==> src/rtl/demux_pkg.sv <==
// demux_pkg: shared sizes and bus slicing helpers for the buffered 1-to-4 demux
package demux_pkg;

    localparam int NUM_CH    = 4;
    localparam int SEL_W     = 2;
    localparam int WIDTH_DEF = 32;
    localparam int CNT_W_DEF = 16;

    function automatic logic [WIDTH_DEF-1:0] get_word(
        input logic [NUM_CH*WIDTH_DEF-1:0] bus,
        input logic [SEL_W-1:0]            k
    );
        return bus[k*WIDTH_DEF +: WIDTH_DEF];
    endfunction

    function automatic logic [CNT_W_DEF-1:0] get_count(
        input logic [NUM_CH*CNT_W_DEF-1:0] bus,
        input logic [SEL_W-1:0]            k
    );
        return bus[k*CNT_W_DEF +: CNT_W_DEF];
    endfunction

endpackage

==> src/rtl/demux_slot.sv <==
// demux_slot: one-entry holding register with valid flag and delivered-word counter
module demux_slot #(
    parameter int WIDTH = 32,
    parameter int CNT_W = 16
) (
    input  logic             clk,
    input  logic             rst_n,
    input  logic             load,
    input  logic [WIDTH-1:0] load_data,
    input  logic             out_ready,
    output logic [WIDTH-1:0] out_data,
    output logic             out_valid,
    output logic [CNT_W-1:0] count
);

    logic [WIDTH-1:0] data_q, data_d;
    logic             valid_q, valid_d;
    logic [CNT_W-1:0] count_q, count_d;
    logic             xfer;

    // A load may coincide with a delivery; the new word replaces the old one and valid stays set
    always_comb begin
        xfer    = valid_q & out_ready;
        data_d  = load ? load_data : data_q;
        valid_d = load | (valid_q & ~out_ready);
        count_d = count_q + CNT_W'(xfer);
    end

    // Slot state; reset discards any held word
    always_ff @(posedge clk or negedge rst_n) begin
        if (!rst_n) begin
            data_q  <= '0;
            valid_q <= 1'b0;
            count_q <= '0;
        end else begin
            data_q  <= data_d;
            valid_q <= valid_d;
            count_q <= count_d;
        end
    end

    assign out_data  = data_q;
    assign out_valid = valid_q;
    assign count     = count_q;

endmodule

==> src/rtl/demux32_1to4_buffered.sv <==
// demux32_1to4_buffered: routes one input stream to four independently back-pressured channels
module demux32_1to4_buffered
    import demux_pkg::*;
#(
    parameter int WIDTH = WIDTH_DEF,
    parameter int CNT_W = CNT_W_DEF
) (
    input  logic                    clk,
    input  logic                    rst_n,
    input  logic [WIDTH-1:0]        in_data,
    input  logic [SEL_W-1:0]        in_sel,
    input  logic                    in_valid,
    output logic                    in_ready,
    output logic [NUM_CH*WIDTH-1:0] out_data,
    output logic [NUM_CH-1:0]       out_valid,
    input  logic [NUM_CH-1:0]       out_ready,
    output logic [NUM_CH*CNT_W-1:0] out_count
);

    logic [NUM_CH-1:0] load;

    // Readiness looks only at the selected slot and never at in_valid, so upstream sees no loop
    always_comb begin
        in_ready     = ~out_valid[in_sel] | out_ready[in_sel];
        load         = '0;
        load[in_sel] = in_valid & in_ready;
    end

    for (genvar k = 0; k < NUM_CH; k++) begin : g_slot
        demux_slot #(
            .WIDTH(WIDTH),
            .CNT_W(CNT_W)
        ) u_slot (
            .clk      (clk),
            .rst_n    (rst_n),
            .load     (load[k]),
            .load_data(in_data),
            .out_ready(out_ready[k]),
            .out_data (out_data[k*WIDTH +: WIDTH]),
            .out_valid(out_valid[k]),
            .count    (out_count[k*CNT_W +: CNT_W])
        );
    end

endmodule

==> config.mk <==
export PLATFORM = sky130hd
export DESIGN_NAME = demux32_1to4_buffered
export DESIGN_NICKNAME = d
export VERILOG_FILES = /design/src/rtl/demux_pkg.sv /design/src/rtl/demux_slot.sv /design/src/rtl/demux32_1to4_buffered.sv
export SDC_FILE = /design/constraint.sdc
export NUM_CORES = 1
export LEC_CHECK = 0
export CAP_MARGIN = 20
export CORE_ASPECT_RATIO = 1.2
export CORE_UTILIZATION = 39
export CTS_CLUSTER_DIAMETER = 50
export DETAILED_ROUTE_END_ITERATION = 8
export PLACE_DENSITY = 0.79
export SYNTH_ARGS = -nofsm -noshare
export SYNTH_HDL_FRONTEND = slang
export SYNTH_HIERARCHICAL = 1
export SYNTH_SLANG_ARGS = --single-unit
==> constraint.sdc <==
create_clock -name clk -period 2.35 [get_ports clk]
set_clock_uncertainty 0.15 [all_clocks]
set_input_delay 0.3525 -clock clk [delete_from_list [all_inputs] [get_ports clk]]
set_output_delay 0.3525 -clock clk [all_outputs]
set_load 0.01 [all_outputs]
==> metrics.txt <==
Critical Path End Type output pin; Max Fclk 433 MHz; Mean Syn Cell Area 14.5 µm²; RSZ-0062 raised after global routing false; Mapped Area 7840 µm²; CTS sink cnt 196; io pins 238; largest net degree at the start of global routing 59; setup_tns 0 ps; Syn Nets 594; synthesized flop and latch total 196; Crit path depth 4; setup ws final 42.0 ps; layout cell share with drive strength beyond 1 0.238; Worst Tran Pin Value 500 ps; sequential cell area 4900 µm²; Slowest-stage cell, CP mux4_2; vias in the first global route 5,289; number of port buffers 237; Max VDD drop 0.468 mV; CP cell instances clkdlybuf4s50_1, nand2b_1, mux4_2, dlygate4sd2_1; Post-Layout Cell Count 1,073; Critical Path Source out_ready[2]; Yosys warning count 6; first-pass detailed-route iteration total 4; DRT iter0 DRCs 247; Final Cycle Share 0.982; sequential cell area fraction in the yosys report 0.625; Nets 852; TritonCTS clock tree done; CTS H-tree lvls 4; r2r endpoint g_slot[1].u_slot/count[14]; gr usage total 0.184; area of the core 19,600 µm²; critical path endpoint in_ready; status completed; R2R Setup Slk 520 ps; Critical Path Fanout Max 3; routability cong. 0.803; DRT Wirelength 18,600 µm; total CTS buffers 17; Max Cap Viol 0; placed insts 1,040; Skew-Pair Late Insertion Delay 420 ps; setup bufs post-CTS 0; static leakage 5.00 nW; root buffer cell clkbuf_16; Setup CP Type in2out; worst hold path type reg2reg; Worst R2R Start g_slot[1].u_slot/out_valid; critical path data arrival time 1810 ps; die area 20,700 µm²; final count of hold timing violations 0; cells on worst reg2reg path 6; CTS max path bufs 2; Mapped Cells 541; area delta synth->final 44.8%; DP Worst Slack -134 ps; Finish-stage setup viols 0; antenna violations before repair 0; Power Density 885 nW/µm²; via count 5,291; cell family with most CP delay buffers and inverters; area occupied by multi-input gates 2820 µm²; Startpoint Class input port; total gr overflow 0; # diodes 0; most frequent cells in the layout clkdlybuf4s50_1 (235), dfrtp_1 (196), mux2_2 (128), xor2_1 (40), nand3_1 (24); worst path required time 1850 ps; hpwl dp 13,300 µm; total power 10.0 mW; Slew Limit Fails 0; fillers 1,616; Tmin final 2310 ps; slowest stage delay, CP 500 ps; commonest non-fill, non-tap cell in the layout clkdlybuf4s50_1; Die Width 131 µm; clock transition at the registers of the reported paths 70 ps; Placement Rows 56; Initial Util 0.400; # DRC 0; normalized max-slew margin 0.667; Vias/cell 4.93; Synth cell types 23; ANT nets after route 0; die height 157 µm; mean routed wirelength per cell 17.4 µm; global-route wire length before repair 29,400 µm; Buf/Inv on CP 2
==> kinds of logic after synthesis <==
kind of cell	count (synthesis)	share of synthesized area
flip-flops	196	0.625
AO/OA/AOI/OAI	4	0.00383
adder cells (fa/ha/maj)	12	0.0191
AND/OR/NAND/NOR	112	0.0847
buffers and inverters	32	0.0179
multiplexers	129	0.187
XOR/XNOR	56	0.0625
==> timing repair <==
| action | 4_1_cts | 5_1_grt |
|---|---|---|
| hold endpoints to repair | 52 | 0 |
| endpoints found under the setup margin | 1 | 0 |
| gates resized for setup | 1 | 0 |
| hold buffers | 1 | 0 |
==> worst reg2reg max path: stages, from the launching register on <==
cell,delay (ps)
dfrtp_1,440
and2_1,190
ha_1,190
ha_1,180
nand4_1,180
nor4_1,270
xor2_1,180
==> cell usage after synthesis (all sizes together) <==
library cell / instances / area share
buf: 16 / 0.010
xor2: 40 / 0.045
nor3: 12 / 0.0077
nand2b: 4 / 0.0051
ha: 12 / 0.019
inv: 12 / 0.0057
xnor2: 16 / 0.018
and2: 4 / 0.0032
dfrtp: 196 / 0.63
nand2: 16 / 0.0077
and4b: 2 / 0.0026
nor4: 16 / 0.013
clkbuf: 4 / 0.0019
nor4bb: 1 / 0.0013
mux2: 128 / 0.18
nand4: 16 / 0.020
and4: 1 / 0.0011
nor2: 16 / 0.0077
a21o: 4 / 0.0038
mux4: 1 / 0.0029
nand3: 24 / 0.015
==> sequential cells by signal (all words and copies together) (netlist names) <==
| name | count |
|---|---|
| g_slot.u_slot/count | 64 |
| g_slot.u_slot/out_data | 128 |
| g_slot.u_slot/out_valid | 4 |
==> how the worst min path moves through the flow <==
stage	from	endpoint	slack (ps)	cells past startpoint
after global routing	g_slot[3].u_slot/count[15]	g_slot[3].u_slot/count[15]	340	1
after CTS	rst_n	g_slot[1].u_slot/count[14]	310	2
after detailed placement	rst_n	g_slot[1].u_slot/count[14]	220	1
after global placement	rst_n	g_slot[1].u_slot/count[12]	220	1
after floorplan	rst_n	g_slot[0].u_slot/count[0]	-90	0
final	g_slot[3].u_slot/count[15]	g_slot[3].u_slot/count[15]	320	1
==> where the power goes <==
part           switching (mW)  internal, mW  total, mW
combinational           0.938          1.52       2.46
sequential              0.461          3.97       4.43
clock                    1.33          1.82       3.15
total                    2.73          7.31       10.0
==> routing by layer <==
layer | track usage | up-vias | part of all wire
li1 | - | 2421 | -
met1 | 0.226 | 2688 | 0.41
met2 | 0.307 | 156 | 0.51
met4 | 0.0858 | 0 | 0.025
met5 | 0 | - | 0
met3 | 0.0422 | 26 | 0.051
==> per-stage QoR <==
step / utilization / hold WS, ps / instance area [µm²]
5_1_grt: 0.579 / 338 / 11400
3_3_place_gp: 0.546 / 217 / 10700
6_report: 0.579 / 323 / 11400
4_1_cts: 0.579 / 313 / 11400
2_1_floorplan: - / -93.1 / 7840
3_5_place_dp: 0.546 / 219 / 10700
==> final cells by class <==
cell class	count	area share
Clock buffer	17	0.0375
Clock inverter	15	0.0194
Timing Repair Buffer	259	0.230
Tap cell	261	0.0288
Inverter	12	0.00397
Multi-Input combinational cell	313	0.248
Sequential cell	196	0.432
Power figures use the tool's default switching activity.
